[src/rtl/edge_detector_multi.sv]
// Multi-channel edge detector for asynchronous board inputs.
// Each channel has a synchroniser, a selectable edge mode, a re-trigger
// hold-off and a sticky pending flag. Levels present at reset release are
// masked by a short warm-up window so they never report as edges.
module edge_detector_multi #(
    parameter int WIDTH       = 1,
    parameter int SYNC_STAGES = 2,
    parameter int HOLDOFF     = 0
) (
    input  logic                 clk,
    input  logic                 rst,
    input  logic [WIDTH-1:0]     signal_in,
    input  logic [2*WIDTH-1:0]   edge_mode,
    input  logic [WIDTH-1:0]     clear_pending,
    output logic [WIDTH-1:0]     edge_detect_pulse,
    output logic [WIDTH-1:0]     event_pending,
    output logic                 any_pending
);

    localparam int HCNT_W = (HOLDOFF > 0) ? $clog2(HOLDOFF + 1) : 1;
    localparam int WARM_W = $clog2(SYNC_STAGES + 2);
    localparam logic [WARM_W-1:0] WARM_INIT = WARM_W'(SYNC_STAGES + 1);
    localparam logic [HCNT_W-1:0] HOLD_INIT = HCNT_W'(HOLDOFF);

    logic [WIDTH-1:0]  sync_p [SYNC_STAGES];
    logic [WIDTH-1:0]  sig_p0;
    logic [WIDTH-1:0]  prev_p1;
    logic [WARM_W-1:0] warm;
    logic [HCNT_W-1:0] hcnt [WIDTH];
    logic [WIDTH-1:0]  fire;

    // Saturating decrement for the warm-up counter.
    function automatic logic [WARM_W-1:0] sat_dec_warm(input logic [WARM_W-1:0] v);
        return (v == '0) ? '0 : v - WARM_W'(1);
    endfunction

    // Saturating decrement for a hold-off counter.
    function automatic logic [HCNT_W-1:0] sat_dec_hold(input logic [HCNT_W-1:0] v);
        return (v == '0) ? '0 : v - HCNT_W'(1);
    endfunction

    // Edge qualification for one channel: 00 off, 01 rise, 10 fall, 11 both.
    function automatic logic qualify(input logic [1:0] mode, input logic s, input logic p);
        logic q;
        case (mode)
            2'b01:   q = s & ~p;
            2'b10:   q = ~s & p;
            2'b11:   q = s ^ p;
            default: q = 1'b0;
        endcase
        return q;
    endfunction

    assign sig_p0 = sync_p[SYNC_STAGES-1];

    // Input synchroniser chain plus the one-cycle delayed copy used for edge detection.
    always_ff @(posedge clk) begin
        if (rst) begin
            for (int k = 0; k < SYNC_STAGES; k++) begin
                sync_p[k] <= '0;
            end
            prev_p1 <= '0;
        end else begin
            sync_p[0] <= signal_in;
            for (int k = 1; k < SYNC_STAGES; k++) begin
                sync_p[k] <= sync_p[k-1];
            end
            prev_p1 <= sig_p0;
        end
    end

    // Warm-up window: reloaded by reset, counts down to zero and stays there.
    always_ff @(posedge clk) begin
        if (rst) begin
            warm <= WARM_INIT;
        end else begin
            warm <= sat_dec_warm(warm);
        end
    end

    // A channel fires on a qualified edge once warm-up is over and its hold-off has expired.
    always_comb begin
        fire = '0;
        for (int i = 0; i < WIDTH; i++) begin
            fire[i] = qualify(edge_mode[2*i +: 2], sig_p0[i], prev_p1[i])
                      && (warm == '0) && (hcnt[i] == '0);
        end
    end

    // Per-channel hold-off: loaded on fire, otherwise counts down; edges seen meanwhile are dropped.
    always_ff @(posedge clk) begin
        for (int i = 0; i < WIDTH; i++) begin
            if (rst) begin
                hcnt[i] <= '0;
            end else if (fire[i]) begin
                hcnt[i] <= HOLD_INIT;
            end else begin
                hcnt[i] <= sat_dec_hold(hcnt[i]);
            end
        end
    end

    // Registered pulse and sticky pending flag; a new event beats a same-cycle clear.
    always_ff @(posedge clk) begin
        if (rst) begin
            edge_detect_pulse <= '0;
            event_pending     <= '0;
        end else begin
            edge_detect_pulse <= fire;
            event_pending     <= (event_pending & ~clear_pending) | fire;
        end
    end

    assign any_pending = |event_pending;

endmodule
[config.mk]
export PLATFORM = sky130hd
export DESIGN_NAME = edge_detector_multi
export DESIGN_NICKNAME = d
export VERILOG_FILES = /design/src/rtl/edge_detector_multi.sv
export SDC_FILE = /design/constraint.sdc
export NUM_CORES = 1
export LEC_CHECK = 0
export CORE_AREA = 10 10 47 49
export CTS_CLUSTER_DIAMETER = 150
export CTS_CLUSTER_SIZE = 25
export DETAILED_ROUTE_END_ITERATION = 10
export DIE_AREA = 0 0 57 59
export PLACE_DENSITY = 0.4
export SETUP_SLACK_MARGIN = 0.02
export SLEW_MARGIN = 20
export SYNTH_ARGS = -nofsm -noshare
export SYNTH_HDL_FRONTEND = slang
export SYNTH_SLANG_ARGS = --single-unit
[constraint.sdc]
create_clock -name clk -period 1.4 [get_ports clk]
set_clock_uncertainty 0.1 [all_clocks]
set_input_delay 0.42 -clock clk [delete_from_list [all_inputs] [get_ports clk]]
set_output_delay 0.42 -clock clk [all_outputs]
set_load 0.01 [all_outputs]
==> out/results.env <==
REPORT.FINAL.SLEW_VIOL_COUNT=0
WORST_SKEW_PAIR_LATENCY_NS=0.24
DRIVE_GT1_SHARE_PCT=39.5
FINAL_NET_COUNT=47
TIMING.MAX_SLEW.REL_SLACK_PCT=82.5
HOLD_VIOL=0
ROWS=14
SYNTH_NETS=33
ANTENNA_FOUND_INITIAL=0
TOTAL_OF_FLIP_FLOPS_PLUS_LATCHES_AFTER_SYNTHESIS=7
GP_ROUTABILITY_CONGESTION=0.603
AVERAGE_CELL_AREA_AFTER_SYNTHESIS_UM2=10.8
VDD.IR_DROP.WORST_uV=660
FILLCELLCOUNT=161
FINISH.UTILIZATION_PCT=30.3
DRT_PASS1_ITERATIONS=2
STATUS='completed'
SYNTH.TOP_CELLS.BY_COUNT='7 x sky130_fd_sc_hd__dfxtp_1, 3 x sky130_fd_sc_hd__inv_1'
DRTITER0DRC=1
YOSYS-MUX-AREA-FRACTION_PCT=0
CRITPATHARRIVALTIME_NS=1.41
CLK_PIN_SLEW_NS=0.05
AVGROUTEDWIREPERCELL_UM=10.8
CRITICAL_PATH.CELL_CHAIN='dlygate4sd2_1 > or3_4 > a311oi_4 > a21o_1'
ROUTE.ANTENNA.REMAINING_NETS=0
SYNTHESIS.AREA_UM2=270
SYNTHMOSTINSTANTIATEDCELL='sky130_fd_sc_hd__dfxtp_1'
ROUTED-VIA-COUNT=204
SYNTHESIS.YOSYS.WARNINGS=0
VIAS_IN_THE_FIRST_GLOBAL_ROUTE=225
DIEAREA_UM2=3360
SYNTH_TOP_CELLS_BY_AREA='sky130_fd_sc_hd__dfxtp_1 52%, sky130_fd_sc_hd__ha_1 9.3%, sky130_fd_sc_hd__a21o_2 6.5%'
FLOORPLAN.CORE_AREA_UM2=1400
HTREE_NUM_LEVELS=1
CTS-ROOT-BUF='sky130_fd_sc_hd__clkbuf_4'
DIEHEIGHT_UM=59
CTS-HOLD-FIX-BUFFERS=0
CTS_TREE='yes'
POWER_LEAKAGE_nW=0.190
NETLIST_INSTANCES=25
SYNTH_TOP_FAMILY_BY_AREA='compound AO/OA/AOI/OAI gates'
GRT_USE_TOTAL_PCT=3.85
ANTENNA_CELLS_INSERTED=0
FINAL_PERIOD_MINUS_WORST_SETUP_SLACK_NS=1.32
SETUP-VIOLATIONS-FINAL=0
NUMCTSBUFFERS=3
CTS_MAX_PATH_BUFFERS=2
START_UTIL_PCT=19.3
AREA_SHARE_OF_AND_OR_NAND_NOR_CELLS_AFTER_SYNTHESIS_PCT=15.3
CTS_SINKS=7
SYNTH-COMPOUND-AREA-SHARE_PCT=16.7
TIMING.CRITICAL_PATH.FANOUT_MAX=2
SYNTHFLOPTYPE='sky130_fd_sc_hd__dfxtp_1'
CAP_VIOLATIONS=0
VIASPERCELL=3.78
SYNTHADDERAREAFRAC_PCT=9.26
CRIT_TYPE='primary input to flop'
POST-ROUTE-DRC-COUNT=0
GLOBALROUTEOVERFLOWTOTAL=0
GRT_FIRST_PASS_WIRELENGTH_UM=959
RSZ0062_AT_GRT='no'
CELL_TYPE_WITH_THE_HIGHEST_AGGREGATE_AREA_IN_THE_NETLIST='sky130_fd_sc_hd__dfxtp_1'
MAX_FREQ_MHz=757
SEQ_AREA_FRAC_SYNTH_PCT=51.9
MIN-DELAY-PATH-CLASS='flop to flop'
SYNTH_ENABLE_FLOP_CELLS=0
WORST_SLEW_PIN_TRAN_NS=0.263
WORSTPATHREQUIRED_NS=1.49
DIE_X_UM=57
BOUNDARYPINS=9
FIN_CRIT_SH_PCT=94.4
WORST_SETUP_PATH_END_KIND='flop'
TOTAL_POWER_CONSUMPTION_OF_THE_ROUTED_DESIGN_uW=437
PORT_BUFFERS=8
CRITPATHMAXSTAGEDELAY_NS=0.35
POWER_DENSITY_nW_PER_UM2=1030
CRIT_PATH_START_KIND='primary input'
LARGEST_NET_DEGREE_AT_THE_START_OF_GLOBAL_ROUTING=7
AREA_GROWTH_PCT=56.9
YOSYS.AREA.TOP_TYPE_SHARE_PCT=51.9
SYNTHARSTFLOPSHARE_PCT=0
SYNTH_XOR_AREA_SHARE_PCT=0
FINALWIRELENGTH_UM=583
TIMING.CRITICAL_PATH.SLOWEST_STAGE_CELL='sky130_fd_sc_hd__or3_4'
SYNTH.LIB_CELLS_USED.DISTINCT=13
## repair_timing
action | CTS | global route
resized for setup | 10 | 5
setup buffers | 0 | 0
pin swaps | 1 | 1
setup endpoints to repair | 5 | 5
## cell type report
cell class                 count  area, um^2  share of cell area, %
timing repair buffer          10        88.8                   20.9
inverter                       3        11.3                   2.65
sequential                     7         143                   33.6
clock buffer                   4        26.3                   6.19
tap                           16        20.0                   4.72
multi-input combinational     14         135                   31.9
## critical path, delay by kind of cell
| kind | cells | cell delay [ns] |
|---|---|---|
| AO/OA/AOI/OAI | 2 | 0.40 |
| buffers and inverters | 1 | 0.24 |
| AND/OR/NAND/NOR | 1 | 0.35 |
## state kept, by name (all words and copies together) (netlist names)
name,flops
prev_p1,1
edge_detect_pulse,1
any_pending,1
warm,2
sync_p,2
## cell families after synthesis
kind of cell | after synthesis
AND/OR/NAND/NOR | 7
adder cells (fa/ha/maj) | 2
buffers and inverters | 4
AO/OA/AOI/OAI | 5
flip-flops | 7
## path summary, 6_finish.rpt
check,start,end,slack (ns),cells after the start
max,rst,any_pending,0.08,4
max reg2reg,sync_p[0][1],any_pending,0.10,5
min reg2reg,sync_p[0][0],sync_p[0][1],0.33,1
min,sync_p[0][0],sync_p[0][1],0.33,1
## metrics by stage
step / instance area [um^2] / TNS [ns] / instances / hold WS, ns / setup WS, ns
floorplan: 270 / 0 / 25 / 0.314 / 0.138
global placement: 378 / -0.488 / 50 / 0.318 / -0.274
detailed placement: 378 / -0.523 / 50 / 0.327 / -0.291
CTS: 408 / 0 / 54 / 0.337 / 0.0222
global route: 424 / 0 / 54 / 0.361 / 0.0178
finish: 424 / 0 / 54 / 0.332 / 0.0790
## cells in the final DEF (no fill, tap or decap), drive strengths merged
cell and n:
buf 2, clkdlybuf4s15 2, nand2b 2, or3 1, a21o 3, inv 3, a311oi 1, clkdlybuf4s50 3
nor2b 2, nor2 2, a21oi 1, clkbuf 5, dlygate4sd2 2, ha 2, dfxtp 7
## metal layers
metal  routed length [um]  global-route usage [%]  vias to the layer above
li1                     -                       -                      106
met4                    0                    1.01                        0
met2                  284                    5.43                        8
met3                   59                    4.29                        0
met1                  239                    3.69                       90
met5                    0                       0                        -
## power breakdown
group	switching [mW]	internal (mW)	leakage (nW)
combinational	0.0175	0.0288	0.117
sequential	0.00541	0.210	0.0585
clock	0.0672	0.108	0.0150
(Power assumes the default switching activity.)
